`src/rtl/mem_access_ctrl_pkg.sv`:
```
// Shared types and constants for the SLC-3 memory access controller.
// MMIO_ADDR only takes effect when the MMIO_EN macro is defined.
package slc3_mem_pkg;

    typedef enum logic [2:0] {
        IDLE,
        SETUP,
        ACCESS,
        HOLD,
        DONE
    } mem_state_t;

    localparam logic [15:0] MMIO_ADDR = 16'hFFFF;

    localparam int WORD_W = 16;
    typedef logic [WORD_W-1:0] word_t;

endpackage

```
`src/rtl/mem_access_ctrl_wait_counter.sv`:
```
// Four-bit loadable down-counter that times the SRAM strobe width.
// The zero flag marks the final cycle of the strobe window.
module mem_wait_counter (
    input  logic       clk,
    input  logic       reset_n,
    input  logic       load,
    input  logic [3:0] load_val,
    input  logic       dec,
    output logic       zero
);

    logic [3:0] count;

    // Load on entry to the strobe window, then count down and stop at zero
    always_ff @(posedge clk) begin
        if (!reset_n) begin
            count <= 4'd0;
        end else if (load) begin
            count <= load_val;
        end else if (dec && (count != 4'd0)) begin
            count <= count - 4'd1;
        end
    end

    assign zero = (count == 4'd0);

endmodule

```
`src/rtl/mem_access_ctrl.sv`:
```
// Sequences one async-SRAM read or write per datapath request.
// Optional feature: define MMIO_EN so that address 16'hFFFF maps to the
// board switches (read) and the hex display register (write) instead of SRAM.
module mem_access_ctrl
    import slc3_mem_pkg::*;
#(
    parameter int ADDR_W      = 16,
    parameter int DATA_W      = 16,
    parameter int WAIT_CYCLES = 2
) (
    input  logic              clk,
    input  logic              reset_n,
    input  logic              req_rd,
    input  logic              req_wr,
    input  logic [ADDR_W-1:0] addr,
    input  logic [DATA_W-1:0] wdata,
    output logic [DATA_W-1:0] rdata,
    output logic              mem_resp,
    output logic              busy,
    output logic [ADDR_W-1:0] sram_addr,
    output logic              sram_ce_n,
    output logic              sram_oe_n,
    output logic              sram_we_n,
    input  logic [DATA_W-1:0] sram_dq_in,
    output logic [DATA_W-1:0] sram_dq_out,
    output logic              sram_dq_oe,
    input  logic [DATA_W-1:0] switches,
    output logic [DATA_W-1:0] hex_out
);

    generate
        if ((WAIT_CYCLES < 1) || (WAIT_CYCLES > 15)) begin : g_bad_wait
            $error("mem_access_ctrl: WAIT_CYCLES must be in 1..15");
        end
    endgenerate

    mem_state_t state;
    mem_state_t next_state;
    logic       is_write;
    logic       is_mmio;
    logic       accept;
    logic       cnt_zero;

    assign accept = (state == IDLE) && (req_rd || req_wr);

    mem_wait_counter u_wait_counter (
        .clk      (clk),
        .reset_n  (reset_n),
        .load     (state == SETUP),
        .load_val (4'(WAIT_CYCLES - 1)),
        .dec      (state == ACCESS),
        .zero     (cnt_zero)
    );

    // State register; reset aborts any access in flight
    always_ff @(posedge clk) begin
        if (!reset_n) begin
            state <= IDLE;
        end else begin
            state <= next_state;
        end
    end

    // Next-state logic: writes take an extra HOLD cycle, MMIO skips the SRAM
    always_comb begin
        next_state = state;
        case (state)
            IDLE:    if (req_rd || req_wr) next_state = SETUP;
            SETUP:   next_state = is_mmio ? DONE : ACCESS;
            ACCESS:  if (cnt_zero) next_state = is_write ? HOLD : DONE;
            HOLD:    next_state = DONE;
            DONE:    next_state = IDLE;
            default: next_state = IDLE;
        endcase
    end

    // Strobe and handshake decode from the current state
    always_comb begin
        sram_ce_n  = 1'b1;
        sram_oe_n  = 1'b1;
        sram_we_n  = 1'b1;
        sram_dq_oe = 1'b0;
        mem_resp   = 1'b0;
        busy       = (state != IDLE);
        case (state)
            SETUP: begin
                if (!is_mmio) begin
                    sram_ce_n  = 1'b0;
                    sram_dq_oe = is_write;
                end
            end
            ACCESS: begin
                sram_ce_n = 1'b0;
                if (is_write) begin
                    sram_we_n  = 1'b0;
                    sram_dq_oe = 1'b1;
                end else begin
                    sram_oe_n = 1'b0;
                end
            end
            HOLD: begin
                sram_ce_n  = 1'b0;
                sram_dq_oe = 1'b1;
            end
            DONE:    mem_resp = 1'b1;
            default: ;
        endcase
    end

    // Capture the request at accept; later addr/wdata changes are ignored
    always_ff @(posedge clk) begin
        if (!reset_n) begin
            is_write    <= 1'b0;
            sram_addr   <= '0;
            sram_dq_out <= '0;
        end else if (accept) begin
            is_write    <= req_wr;
            sram_addr   <= addr;
            sram_dq_out <= wdata;
        end
    end

`ifdef MMIO_EN
    // Remember whether the accepted access targets the MMIO address
    always_ff @(posedge clk) begin
        if (!reset_n) begin
            is_mmio <= 1'b0;
        end else if (accept) begin
            is_mmio <= (addr == ADDR_W'(MMIO_ADDR));
        end
    end

    // Hex display register written by MMIO stores during SETUP
    always_ff @(posedge clk) begin
        if (!reset_n) begin
            hex_out <= '0;
        end else if ((state == SETUP) && is_mmio && is_write) begin
            hex_out <= sram_dq_out;
        end
    end

    // Read data from the SRAM on the last strobe cycle, or from the switches
    always_ff @(posedge clk) begin
        if (!reset_n) begin
            rdata <= '0;
        end else if ((state == ACCESS) && !is_write && cnt_zero) begin
            rdata <= sram_dq_in;
        end else if ((state == SETUP) && is_mmio && !is_write) begin
            rdata <= switches;
        end
    end
`else
    logic unused_switches;

    assign is_mmio         = 1'b0;
    assign hex_out         = '0;
    assign unused_switches = ^switches;

    // Read data captured from the SRAM on the last strobe cycle
    always_ff @(posedge clk) begin
        if (!reset_n) begin
            rdata <= '0;
        end else if ((state == ACCESS) && !is_write && cnt_zero) begin
            rdata <= sram_dq_in;
        end
    end
`endif

endmodule

```
`config.mk`:
```
export PLATFORM = sky130hd
export DESIGN_NAME = mem_access_ctrl
export DESIGN_NICKNAME = d
export VERILOG_FILES = /design/src/rtl/mem_access_ctrl_pkg.sv /design/src/rtl/mem_access_ctrl_wait_counter.sv /design/src/rtl/mem_access_ctrl.sv
export SDC_FILE = /design/constraint.sdc
export NUM_CORES = 1
export LEC_CHECK = 0
export BUFFER_PORTS_ARGS = -buffer_cell sky130_fd_sc_hd__buf_4
export CAP_MARGIN = 5
export CORE_ASPECT_RATIO = 1.2
export CORE_MARGIN = 5
export CORE_UTILIZATION = 44
export DETAILED_ROUTE_END_ITERATION = 7
export GPL_ROUTABILITY_DRIVEN = 1
export PLACE_DENSITY_LB_ADDON = 0.25
export SLEW_MARGIN = 20
export SYNTH_ARGS = -nofsm -noshare
export SYNTH_HDL_FRONTEND = slang
export SYNTH_SLANG_ARGS = --single-unit
```
`constraint.sdc`:
```
create_clock -name clk -period 1.9 [get_ports clk]
set_input_delay 0.57 -clock clk [delete_from_list [all_inputs] [get_ports clk]]
set_output_delay 0.57 -clock clk [all_outputs]
set_load 0.02 [all_outputs]
```
# == Word level (Yosys, flattened, before mapping) ==
# Index checks and enable logic that the tools add are counted.
# word_totals
ff_bits,56
elab_cells,42
inputBits,68
# op_classes
reduce_logical,14
bitwise_logic,1
n_eq_ne,6
addsub,1
mux,13
# ops
cell,count
3-bit one-hot mux with 4 select lines,1
3-bit two-way mux,3
1-bit two-way mux,8
"3-bit by 2-bit equality test with 1-bit output, second input constant",2
1-bit logical AND,4
4-bit zero test,1
4-bit nonzero test,1
"4-bit by 1-bit subtractor with 4-bit output, second input constant",1
"3-bit by 1-bit equality test with 1-bit output, second input constant",1
"3-bit equality test, second input constant",1
3-bit zero test,1
1-bit one-hot mux with 3 select lines,1
3-bit nonzero test,1
3-bit OR reduction,1
"2-bit by 1-bit != test with 1-bit output, second input constant",1
"2-bit != test, second input constant",1
2-bit AND reduction,1
2-bit nonzero test,1
2-bit OR reduction,1
1-bit zero test,1
1-bit logical OR,1
1-bit inverter,1

# == Depth between registers and ports, before layout ==
# logic_depth
word_depth,4
depth_mapped,7
depth_no_buf,5

# == Modules after synthesis ==
# From an unflattened synthesis, not the netlist that was laid out.
# hier_totals
cells_unflattened,292
area_unflattened_um2,2558.7
# modules_own_cells
module,cells_each,area_each_um2,n_inst,seq_area_each_um2
mem_access_ctrl,261,2302.2,1,1041.0
mem_wait_counter,31,256.5,1,80.1

# == Worst setup path before layout ==
# OpenSTA, ideal clock, no wires.
# synth_timing
path_kind,reg-to-output
start,reg state[0]
end,out sram_dq_oe
path_stages_with_launch,4
n_path_buf,1
path_slack_ps,234
arrival_time_ps,1096
path_cell_list,dfxtp_1 clkbuf_1 o21ai_0 a21oi_1
# synth_via
elab_chain_cells,2
word_cells_on_any_way,4
# synth_lines
element,line_no,rtl
"start, declared",mem_access_ctrl.sv:37,mem_state_t state;
"start signal, assigned",mem_access_ctrl.sv:60,state <= next_state;
3-bit by 2-bit equality test with 1-bit output or 3-bit by 1-bit equality test with 1-bit output (tied branches),mem_access_ctrl.sv:85,case (state)
1-bit one-hot mux with 3 select lines *,mem_access_ctrl.sv:85,
"end, declared",mem_access_ctrl.sv:26,"output logic sram_dq_oe,"
# Mark *: on every way between the ends. The rest lies on a longest branch, timed or not.

# == Final worst setup path ==
# layout_timing
start,reg state[2]
end,out sram_oe_n
# layout_via
elab_chain_cells,2
# layout_lines
element,line_no,rtl
3-bit by 2-bit equality test with 1-bit output,mem_access_ctrl.sv:85,
1-bit two-way mux,mem_access_ctrl.sv:85,
"end, declared",mem_access_ctrl.sv:22,"output logic sram_oe_n,"
# Every way passes these cells.

==> summary.md <==
| Metric | Value |
|---|---|
| Final GP Congestion | 0.767 |
| Count of final setup violators | 0 |
| Slew Limit Fails | 0 |
| Post-DRT Antenna Nets | 0 |
| Drt via density | 4.75 |
| Initial Util | 44.9% |
| Min Tclk post-route | 1.89 ns |
| Synth top area share | 44.4% |
| Total Wirelength | 5.71 mm |
| Placed instance area | 3320 sq um |
| Num CTS Buffers | 5 |
| Die height | 93.0 microns |
| Core Region | 5630 sq um |
| DR pass1 iterations | 4 |
| Rows | 30 |
| Ports | 138 |
| Ratio of cells with drive above 1 in the final layout | 34.9% |
| Hold Fails Final Rpt | 0 |
| RSZ-0062 raised after global routing | yes |
| GRT overflow | 0 |
| Avg Synthesized Cell Area | 8.86 sq um |
| Status | finished clean |
| Sink Count | 56 |
| Fill count | 511 |
| Reg area | 1130 sq um |
| Crit-path slowest cell | or4b_4 |
| Die ar. | 7360 sq um |
| Gr usage total | 15.0% |
| Clock tree buffer depth | 2 |
| First-pass GRT wire length | 9.01 mm |
| Synth Instances | 285 |
| Port Buffer Count | 105 |
| Final Skew | 0.00391 ns |
| CP Launch Type | flop |
| CTS clk-pin slew, worst paths | 0.09 ns |
| Multi-input logic area | 1210 sq um |
| Final routed DRC violation total | 0 |
| Largest net degree at the start of global routing | 44 |
| Initial DRC Count | 59 |
| Routed vias | 2164 |
| Slowest cell delay on critical path | 0.52 ns |
| Root Driver | clkbuf_8 |
| CP max FO | 4 |
| Max-cap violations | 0 |
| Mapped Area | 2530 sq um |
| CTS tree | built |
| Vias in the first global route | 2098 |
| LEAKAGE | 1.67 nW |
| Seq/Total Area, Yosys | 44.4% |
| Final instance area | 3470 sq um |
| Non-Filler Instances | 456 |
| Clock Latency Late Sink | 0.30 ns |
| Area Growth Syn to Fin | 37.5% |
| Detailed Place HPWL | 4.35 mm |
| Critical path's top delay family | simple AND/OR/NAND/NOR gates |
| Netlist cell types | 33 |
| Pre-CTS setup slack | 0.132 ns |
| Final worst slack | 0.00673 ns |
| # diodes | 0 |
| Power density over the cells | 852 nW/um^2 |
| Fin crit share | 99.6% |
| Dpl cells | 444 |
| Hold Crit Class | flop to flop |
| WP buf/inv | 1 |
| Critical path arrival | 1.32 ns |
| Yosys reg bits | 56 |
| Max frequency | 528 MHz |
| Top cells by area, synth | dfxtp_1 (44%), mux2i_1 (19%), nand2_1 (15%) |
| Worst EP required | 1.33 ns |
| Worst path cell trace | or4b_4 -> buf_6 |
| Crit Path Class | flop to output pin |
| Horiz. Die Dim | 79.2 microns |
| Wire length per cell | 12.5 microns |
| Number of antenna violations at the first check in global routing | 0 |
| H-tree depth | 2 |
| Peak supply drop | 0.000628 V |
| Area leader, netlist | dfxtp_1 |
| Overall Power | 2.96 mW |
| Synth warnings | 0 |
| Setup crit end kind | output pin |
| Final nets | 460 |
==> final timing paths <==
path                            cells after the start  slack [ns]       endpoint                     from
worst min-delay path                                2        0.46  sram_addr[14]            sram_addr[14]
worst max register to register                      6        0.13      rdata[12]  u_wait_counter.count[0]
worst max-delay path                                2       0.007      sram_oe_n                 state[2]
worst min register to register                      2        0.46  sram_addr[14]            sram_addr[14]
==> synthesized netlist by cell type, drive strengths merged <==
library cell and count:
a21bo 2, a21oi 5, a311oi 2, and2b 1
and3 1, and4 2, buf 22, clkbuf 13
conb 1, dfxtp 56, ha 1, inv 5
mux2i 48, nand2 101, nand2b 1, nand3 1
nand3b 2, nand4b 1, nor2 5, nor3 3
nor3b 1, o211ai 2, o21ai 5, o22ai 1
or3 1, or3b 1, or4b 1
==> cell usage in the layout, fill, tap and decap left out, drive strengths merged, types with 2 or more instances in the layout <==
master,n
inv,5
clkbuf,6
a21bo,2
conb,16
nor2,5
o211ai,2
nor3,3
a21oi,5
nand2,101
and4,2
mux2i,48
buf,119
nand3b,2
o21ai,5
a311oi,2
dfxtp,56
==> metrics by stage <==
stage          TNS [ns]  util (%)  hold slack, ns
6_report              0      61.7           0.462
3_3_place_gp          0      58.9           0.443
2_1_floorplan         0         -           0.486
4_1_cts         -0.0377      61.4           0.467
3_5_place_dp          0      58.9           0.450
5_1_grt         -0.0243      61.7           0.486
==> where the power goes <==
group	internal, mW	switching (mW)
Sequential	1.28	0.0614
Combinational	0.404	0.459
Clock	0.392	0.362
Total	2.08	0.882
==> tightest hold or removal path, cell delays in order, from the launching register on <==
cell,delay [ns]
dfxtp_1,0.32
nand2_1,0.05
mux2i_1,0.05
==> metal layers <==
layer	routed length (microns)	up-vias	track usage, %
met5	0	-	0
met4	95	0	4.87
met3	627	8	6.26
met2	2800	75	26.8
met1	2190	972	15.8
li1	-	1109	-
==> flip-flops by register name, summed over array words and instances (netlist names) <==
register              flops
u_wait_counter.count      4
rdata                    16
sram_addr                16
state                     3
sram_dq_out              16
is_write                  1
==> logic make-up after synthesis <==
family                     share of synthesized area (%)
muxes                                               19.0
DFF                                                 44.4
other                                              0.148
buffers and inverters                               10.1
AOI/OAI and AO/OA                                   4.31
adders and majority gates                          0.495
and+or+nand+nor                                     21.6
==> repair_timing <==
action,CTS,global route
hold buffers,0,0
resized for setup,4,4
pin swaps,1,1
endpoints found under the setup margin,3,3
setup buffers,3,1
==> layout make-up <==
class                           count  share of cell area, %
Multi-Input combinational cell    204                   34.9
Sequential cell                    56                   32.5
Timing Repair Buffer              119                   26.6
Tap cell                           64                   2.30
Clock buffer                        6                   2.09
Clock inverter                      2                   1.01
Inverter                            5                  0.540
(Power assumes the default switching activity.)
